**src/rtl/uart_cmd_ctrl.sv**
```systemverilog
// Framed-command parser for the UART receive path: SYNC/ADDR/LEN/DATA/CHK frames
// are checked, buffered, and committed as a burst of register writes.
module uart_cmd_ctrl #(
    parameter int         FPGA_clk_freq = 50000000,
    parameter int         TIMEOUT_US    = 1000,
    parameter int         MAX_LEN       = 8,
    parameter logic [7:0] SYNC_BYTE     = 8'hA5
) (
    input  logic       clk,
    input  logic       rst_n,
    input  logic       i_RX_DV,
    input  logic [7:0] i_RX_Byte,
    output logic       o_WR_EN,
    output logic [7:0] o_WR_ADDR,
    output logic [7:0] o_WR_DATA,
    output logic       o_FRAME_OK,
    output logic       o_FRAME_ERR,
    output logic [7:0] o_ERR_CNT,
    output logic       o_BUSY
);

    localparam int              TIMEOUT_CLKS = (FPGA_clk_freq / 1000000) * TIMEOUT_US;
    localparam int              TO_W         = $clog2(TIMEOUT_CLKS + 1);
    localparam logic [TO_W-1:0] TO_LAST      = TO_W'(TIMEOUT_CLKS - 1);
    localparam int              IDX_W        = $clog2(MAX_LEN + 1);
    localparam int              BUF_AW       = (MAX_LEN > 1) ? $clog2(MAX_LEN) : 1;
    localparam logic [7:0]      MAX_LEN_B    = 8'(MAX_LEN);

    typedef enum logic [2:0] {
        S_IDLE,
        S_ADDR,
        S_LEN,
        S_DATA,
        S_CHK,
        S_COMMIT
    } state_t;

    state_t           state_q, state_d;
    logic [7:0]       addr_q, addr_d;
    logic [7:0]       len_q, len_d;
    logic [7:0]       xor_q, xor_d;
    logic [IDX_W-1:0] idx_q, idx_d;
    logic [TO_W-1:0]  tcnt_q, tcnt_d;
    logic             wr_en_q, wr_en_d;
    logic [7:0]       wr_addr_q, wr_addr_d;
    logic [7:0]       wr_data_q, wr_data_d;
    logic             ok_q, ok_d;
    logic             err_q, err_d;
    logic [7:0]       err_cnt_q, err_cnt_d;
    logic             busy_q, busy_d;

    logic             buf_we;
    logic             frame_err;
    logic [7:0]       idx_b;
    logic [7:0]       data_buf_q [2**BUF_AW];

    assign idx_b = 8'(idx_q);

    // NOTE: every variable assigned below gets a default first, so no path
    // through the case statements can leave one unassigned and infer a latch.
    always_comb begin
        state_d   = state_q;
        addr_d    = addr_q;
        len_d     = len_q;
        xor_d     = xor_q;
        idx_d     = idx_q;
        tcnt_d    = '0;
        wr_en_d   = 1'b0;
        wr_addr_d = wr_addr_q;
        wr_data_d = wr_data_q;
        ok_d      = 1'b0;
        err_d     = 1'b0;
        err_cnt_d = err_cnt_q;
        buf_we    = 1'b0;
        frame_err = 1'b0;

        unique case (state_q)
            S_IDLE: begin
                if (i_RX_DV && (i_RX_Byte == SYNC_BYTE)) begin
                    state_d = S_ADDR;
                end
            end

            S_ADDR, S_LEN, S_DATA, S_CHK: begin
                tcnt_d = tcnt_q + TO_W'(1);
                // An arriving byte wins over a timeout expiring on the same edge.
                if (i_RX_DV) begin
                    tcnt_d = '0;
                    unique case (state_q)
                        S_ADDR: begin
                            addr_d  = i_RX_Byte;
                            xor_d   = i_RX_Byte;
                            state_d = S_LEN;
                        end
                        S_LEN: begin
                            if ((i_RX_Byte == 8'd0) || (i_RX_Byte > MAX_LEN_B)) begin
                                frame_err = 1'b1;
                            end else begin
                                len_d   = i_RX_Byte;
                                xor_d   = xor_q ^ i_RX_Byte;
                                idx_d   = '0;
                                state_d = S_DATA;
                            end
                        end
                        S_DATA: begin
                            buf_we = 1'b1;
                            xor_d  = xor_q ^ i_RX_Byte;
                            idx_d  = idx_q + IDX_W'(1);
                            if (idx_b == (len_q - 8'd1)) begin
                                state_d = S_CHK;
                            end
                        end
                        S_CHK: begin
                            if (i_RX_Byte == xor_q) begin
                                // The first write issues on the CHK edge itself.
                                wr_en_d   = 1'b1;
                                wr_addr_d = addr_q;
                                wr_data_d = data_buf_q[0];
                                idx_d     = IDX_W'(1);
                                state_d   = S_COMMIT;
                            end else begin
                                frame_err = 1'b1;
                            end
                        end
                        default: ;
                    endcase
                end else if (tcnt_q == TO_LAST) begin
                    frame_err = 1'b1;
                end
            end

            S_COMMIT: begin
                if (idx_b == len_q) begin
                    ok_d    = 1'b1;
                    state_d = S_IDLE;
                end else begin
                    wr_en_d   = 1'b1;
                    wr_addr_d = addr_q + idx_b;
                    wr_data_d = data_buf_q[idx_q[BUF_AW-1:0]];
                    idx_d     = idx_q + IDX_W'(1);
                end
            end

            default: state_d = S_IDLE;
        endcase

        if (frame_err) begin
            state_d = S_IDLE;
            tcnt_d  = '0;
            err_d   = 1'b1;
            if (err_cnt_q != 8'hFF) begin
                err_cnt_d = err_cnt_q + 8'd1;
            end
        end

        busy_d = (state_d != S_IDLE);
    end

    // NOTE: state registers use non-blocking assignments so every flop samples
    // the pre-edge value of every other flop, independent of statement order.
    always_ff @(posedge clk) begin
        if (!rst_n) begin
            state_q   <= S_IDLE;
            addr_q    <= '0;
            len_q     <= '0;
            xor_q     <= '0;
            idx_q     <= '0;
            tcnt_q    <= '0;
            wr_en_q   <= 1'b0;
            wr_addr_q <= '0;
            wr_data_q <= '0;
            ok_q      <= 1'b0;
            err_q     <= 1'b0;
            err_cnt_q <= '0;
            busy_q    <= 1'b0;
        end else begin
            state_q   <= state_d;
            addr_q    <= addr_d;
            len_q     <= len_d;
            xor_q     <= xor_d;
            idx_q     <= idx_d;
            tcnt_q    <= tcnt_d;
            wr_en_q   <= wr_en_d;
            wr_addr_q <= wr_addr_d;
            wr_data_q <= wr_data_d;
            ok_q      <= ok_d;
            err_q     <= err_d;
            err_cnt_q <= err_cnt_d;
            busy_q    <= busy_d;
        end
    end

    // NOTE: the payload buffer has no reset; it is always written before it is
    // read within a frame, and leaving it unreset lets it map onto plain RAM.
    always_ff @(posedge clk) begin
        if (buf_we) begin
            data_buf_q[idx_q[BUF_AW-1:0]] <= i_RX_Byte;
        end
    end

    assign o_WR_EN     = wr_en_q;
    assign o_WR_ADDR   = wr_addr_q;
    assign o_WR_DATA   = wr_data_q;
    assign o_FRAME_OK  = ok_q;
    assign o_FRAME_ERR = err_q;
    assign o_ERR_CNT   = err_cnt_q;
    assign o_BUSY      = busy_q;

endmodule

```
**config.mk**
```make
export PLATFORM = sky130hd
export DESIGN_NAME = uart_cmd_ctrl
export DESIGN_NICKNAME = d
export VERILOG_FILES = /design/src/rtl/uart_cmd_ctrl.sv
export SDC_FILE = /design/constraint.sdc
export NUM_CORES = 1
export LEC_CHECK = 0
export ABC_AREA = 1
export CAP_MARGIN = 20
export CORE_UTILIZATION = 62
export CTS_BUF_LIST = sky130_fd_sc_hd__clkbuf_4 sky130_fd_sc_hd__clkbuf_8
export CTS_CLUSTER_DIAMETER = 40
export CTS_CLUSTER_SIZE = 10
export DETAILED_ROUTE_END_ITERATION = 10
export PLACE_DENSITY_LB_ADDON = 0.2
export SLEW_MARGIN = 20
export SYNTH_ARGS = -nofsm -noshare
export SYNTH_HDL_FRONTEND = slang
export SYNTH_SLANG_ARGS = --single-unit
```
**constraint.sdc**
```tcl
create_clock -name clk -period 2.31 [get_ports clk]
set_clock_uncertainty 0.05 [all_clocks]
set_input_delay 0.231 -clock clk [delete_from_list [all_inputs] [get_ports clk]]
set_output_delay 0.231 -clock clk [all_outputs]
set_load 0.1 [all_outputs]
```
==> impl_metrics.py <==
metrics = {
    "synth": {
        "synth_cells": 742,
        "yosysUniqueCellTypes": 39,
        "ys.flop_type": "dfxtp_1",
        "synthesis.nets": 762,
        "syn_avg_cell_area_um2": 8.69,
        "ys_seq_elements": 142,
        "async_flop_share": 0,
        "seq_area_frac_synth": 0.540,
        "synth.cell_area_mm2": 0.00645,
        "synth_edf_count": 64,
        "yosysWarnings": 0,
    },
    "clock_tree": {
        "ctsLongestPathBuffers": 2,
        "clock_sinks": 142,
        "clkLatencyLatePin_ns": 0.43,
        "ctsResizeCount": 0,
        "clk_pin_slew_ns": 0.08,
        "hold_buffers": 0,
        "postCtsSetupRepairBufs": 0,
        "clock-root-buffer": "clkbuf_8",
        "htree_levels": 4,
        "numCtsBuffers": 17,
        "cts_tree": "done",
    },
    "cells_and_area": {
        "post-route-util": 0.758,
        "drive_gt1_frac": 0.141,
        "design_area_mm2": 0.00752,
        "seqCellArea_mm2": 0.00348,
        "final_cells": 951,
        "syn_to_final_growth_pct": 16.6,
        "nets": 825,
        "diodes": 0,
        "multi_input_area_mm2": 0.00260,
        "fillCellCount": 674,
    },
    "global_route": {
        "grt_usage": 0.289,
        "grt_max_degree": 33,
        "grt_pass1_vias": 5275,
        "overflow": 0,
        "antenna_found_initial": 0,
        "grt_pass1_wl_mm": 24.7,
    },
    "setup_path": {
        "cp.required_ns": 2.58,
        "cp-startpoint": "idx_q[0]$_SDFFE_PN0P_",
        "cp-end-kind": "flop",
        "worstPathArrival_ns": 2.32,
        "start_kind": "flop",
        "cp_max_fo": 7,
        "path_class": "flop to flop",
        "worst_r2r_startpoint": "idx_q[0]$_SDFFE_PN0P_",
    },
    "min_path": {
        "holdCritPathClass": "flop to flop",
        "worst_hold_startpoint": "tcnt_q[0]$_SDFF_PP0_",
    },
    "job": {
        "maxCapViolCount": 0,
    },
    "timing": {
        "setup_viol": 0,
        "holdWs_ns": 0.401,
        "tightest_slew_ns": 0.620,
        "period_share": 0.886,
        "drv_slew": 0,
        "finalHoldViolCount": 0,
        "relSlewSlack": 0.586,
        "fin_crit_ns": 2.05,
        "rsz0062_at_grt": "no",
        "worst_slack_ns": 0.263,
        "finalSetupTns_ns": 0,
        "fmaxAchievable_mhz": 488,
    },
    "floorplanning": {
        "rows": 36,
        "die_h_um": 104,
        "die_x_um": 104,
        "start_util": 0.651,
        "coreArea_mm2": 0.00991,
        "io_pins": 39,
        "die_area_mm2": 0.0108,
    },
    "detailed_routing": {
        "wire_per_inst_um": 15.8,
        "viasPerCell": 5.70,
        "drt.antenna.violating_nets": 0,
        "drc": 0,
        "vias": 5421,
        "drtIter0Drc": 413,
        "wirelength_mm": 15.0,
        "first_pass_iters": 5,
    },
    "placement": {
        "dp_slack_ns": 0.146,
        "dp_cells": 919,
        "gp_congestion": 0.900,
        "dp.final_hpwl_mm": 10.2,
        "place_area_mm2": 0.00708,
        "port_buffers": 38,
    },
    "pwr": {
        "ir_drop_uv": 404,
        "powerDensity_mw_per_mm2": 692,
        "p_leak_nw": 2.97,
        "power.total_mw": 5.20,
    },
    "run_status": {
        "run_status": "finished, final reports clean",
    },
}
## where the power goes
group	switching (mW)	internal (mW)	total, mW
Clock	0.937	1.21	2.14
Sequential	0.0202	2.64	2.66
Combinational	0.267	0.131	0.398
## cell usage in the layout, fill, tap and decap left out, types with 5 or more instances in the layout
cell,count
ha_1,8
nor3_1,16
xnor2_1,14
nand4_1,10
dfxtp_1,78
inv_2,5
clkdlybuf4s50_1,10
inv_1,58
clkbuf_8,17
xor2_1,8
nor2_2,5
edfxtp_1,64
nand3_1,35
a21oi_1,56
o21ai_0,74
nand2_1,106
nor2_1,113
a31oi_1,11
buf_4,59
o21ai_1,16
o211ai_1,16
## cell type report
cell class / count / share of cell area
clock buffers: 19 / 0.0331
clock inverters: 13 / 0.0250
inverters: 64 / 0.0326
multi-input cells: 509 / 0.346
flip-flops and latches: 142 / 0.463
well taps: 133 / 0.0221
repair buffers: 71 / 0.0776
## state kept, by name, summed over array words and instances (netlist names), 3 cells and up, named ones only
name,flops
tcnt_q,16
len_q,8
xor_q,8
o_ERR_CNT,8
o_WR_DATA,8
o_WR_ADDR,8
state_q,3
idx_q,4
data_buf_q,64
addr_q,8
## cells in the mapped netlist (5+ instances only)
library cell	count	area, um^2
inv_1	58	218
xnor2_1	14	123
nand2_1	106	398
o21ai_1	16	80.1
nor2_2	5	31.3
clkbuf_1	16	60.1
a31oi_1	11	68.8
dfxtp_1	78	1560
xor2_1	8	70.1
nor3_1	16	80.1
ha_1	8	100
inv_2	5	18.8
buf_2	5	25.0
nor2_1	113	424
a21oi_1	56	280
edfxtp_1	64	1920
o211ai_1	16	120
nand4_1	10	62.6
o21ai_0	74	370
nand3_1	35	175
## routing by layer
metal | track usage | vias to the layer above | part of all wire
li1 | - | 2665 | -
met4 | 0.135 | 0 | 0.031
met1 | 0.347 | 2516 | 0.41
met5 | 0 | - | 0
met3 | 0.0639 | 38 | 0.059
met2 | 0.493 | 202 | 0.50
## cell families after synthesis
family          synth area share
compound gates             0.146
xor+xnor                  0.0299
simple gates               0.209
buf+inv                   0.0565
fa+ha+maj                 0.0186
flops                      0.540
## final timing paths
check | end | slack (ns) | cells past startpoint
min | tcnt_q[0]$_SDFF_PP0_ | 0.40 | 1
max | o_WR_ADDR[6]$_SDFFE_PN0P_ | 0.26 | 11
min reg2reg | tcnt_q[0]$_SDFF_PP0_ | 0.40 | 1
max reg2reg | o_WR_ADDR[6]$_SDFFE_PN0P_ | 0.26 | 11
## critical path, stage by stage (launching register included)
cell and delay [ns]:
dfxtp_1 0.49, ha_1 0.24, inv_1 0.06, fa_1 0.35
inv_1 0.08, nand2_1 0.07, nand2_1 0.07, nand2_1 0.05
nand2_1 0.09, nand4_1 0.10, xor2_1 0.20, a21oi_1 0.09
No activity file was read; power rests on OpenSTA's default activity.
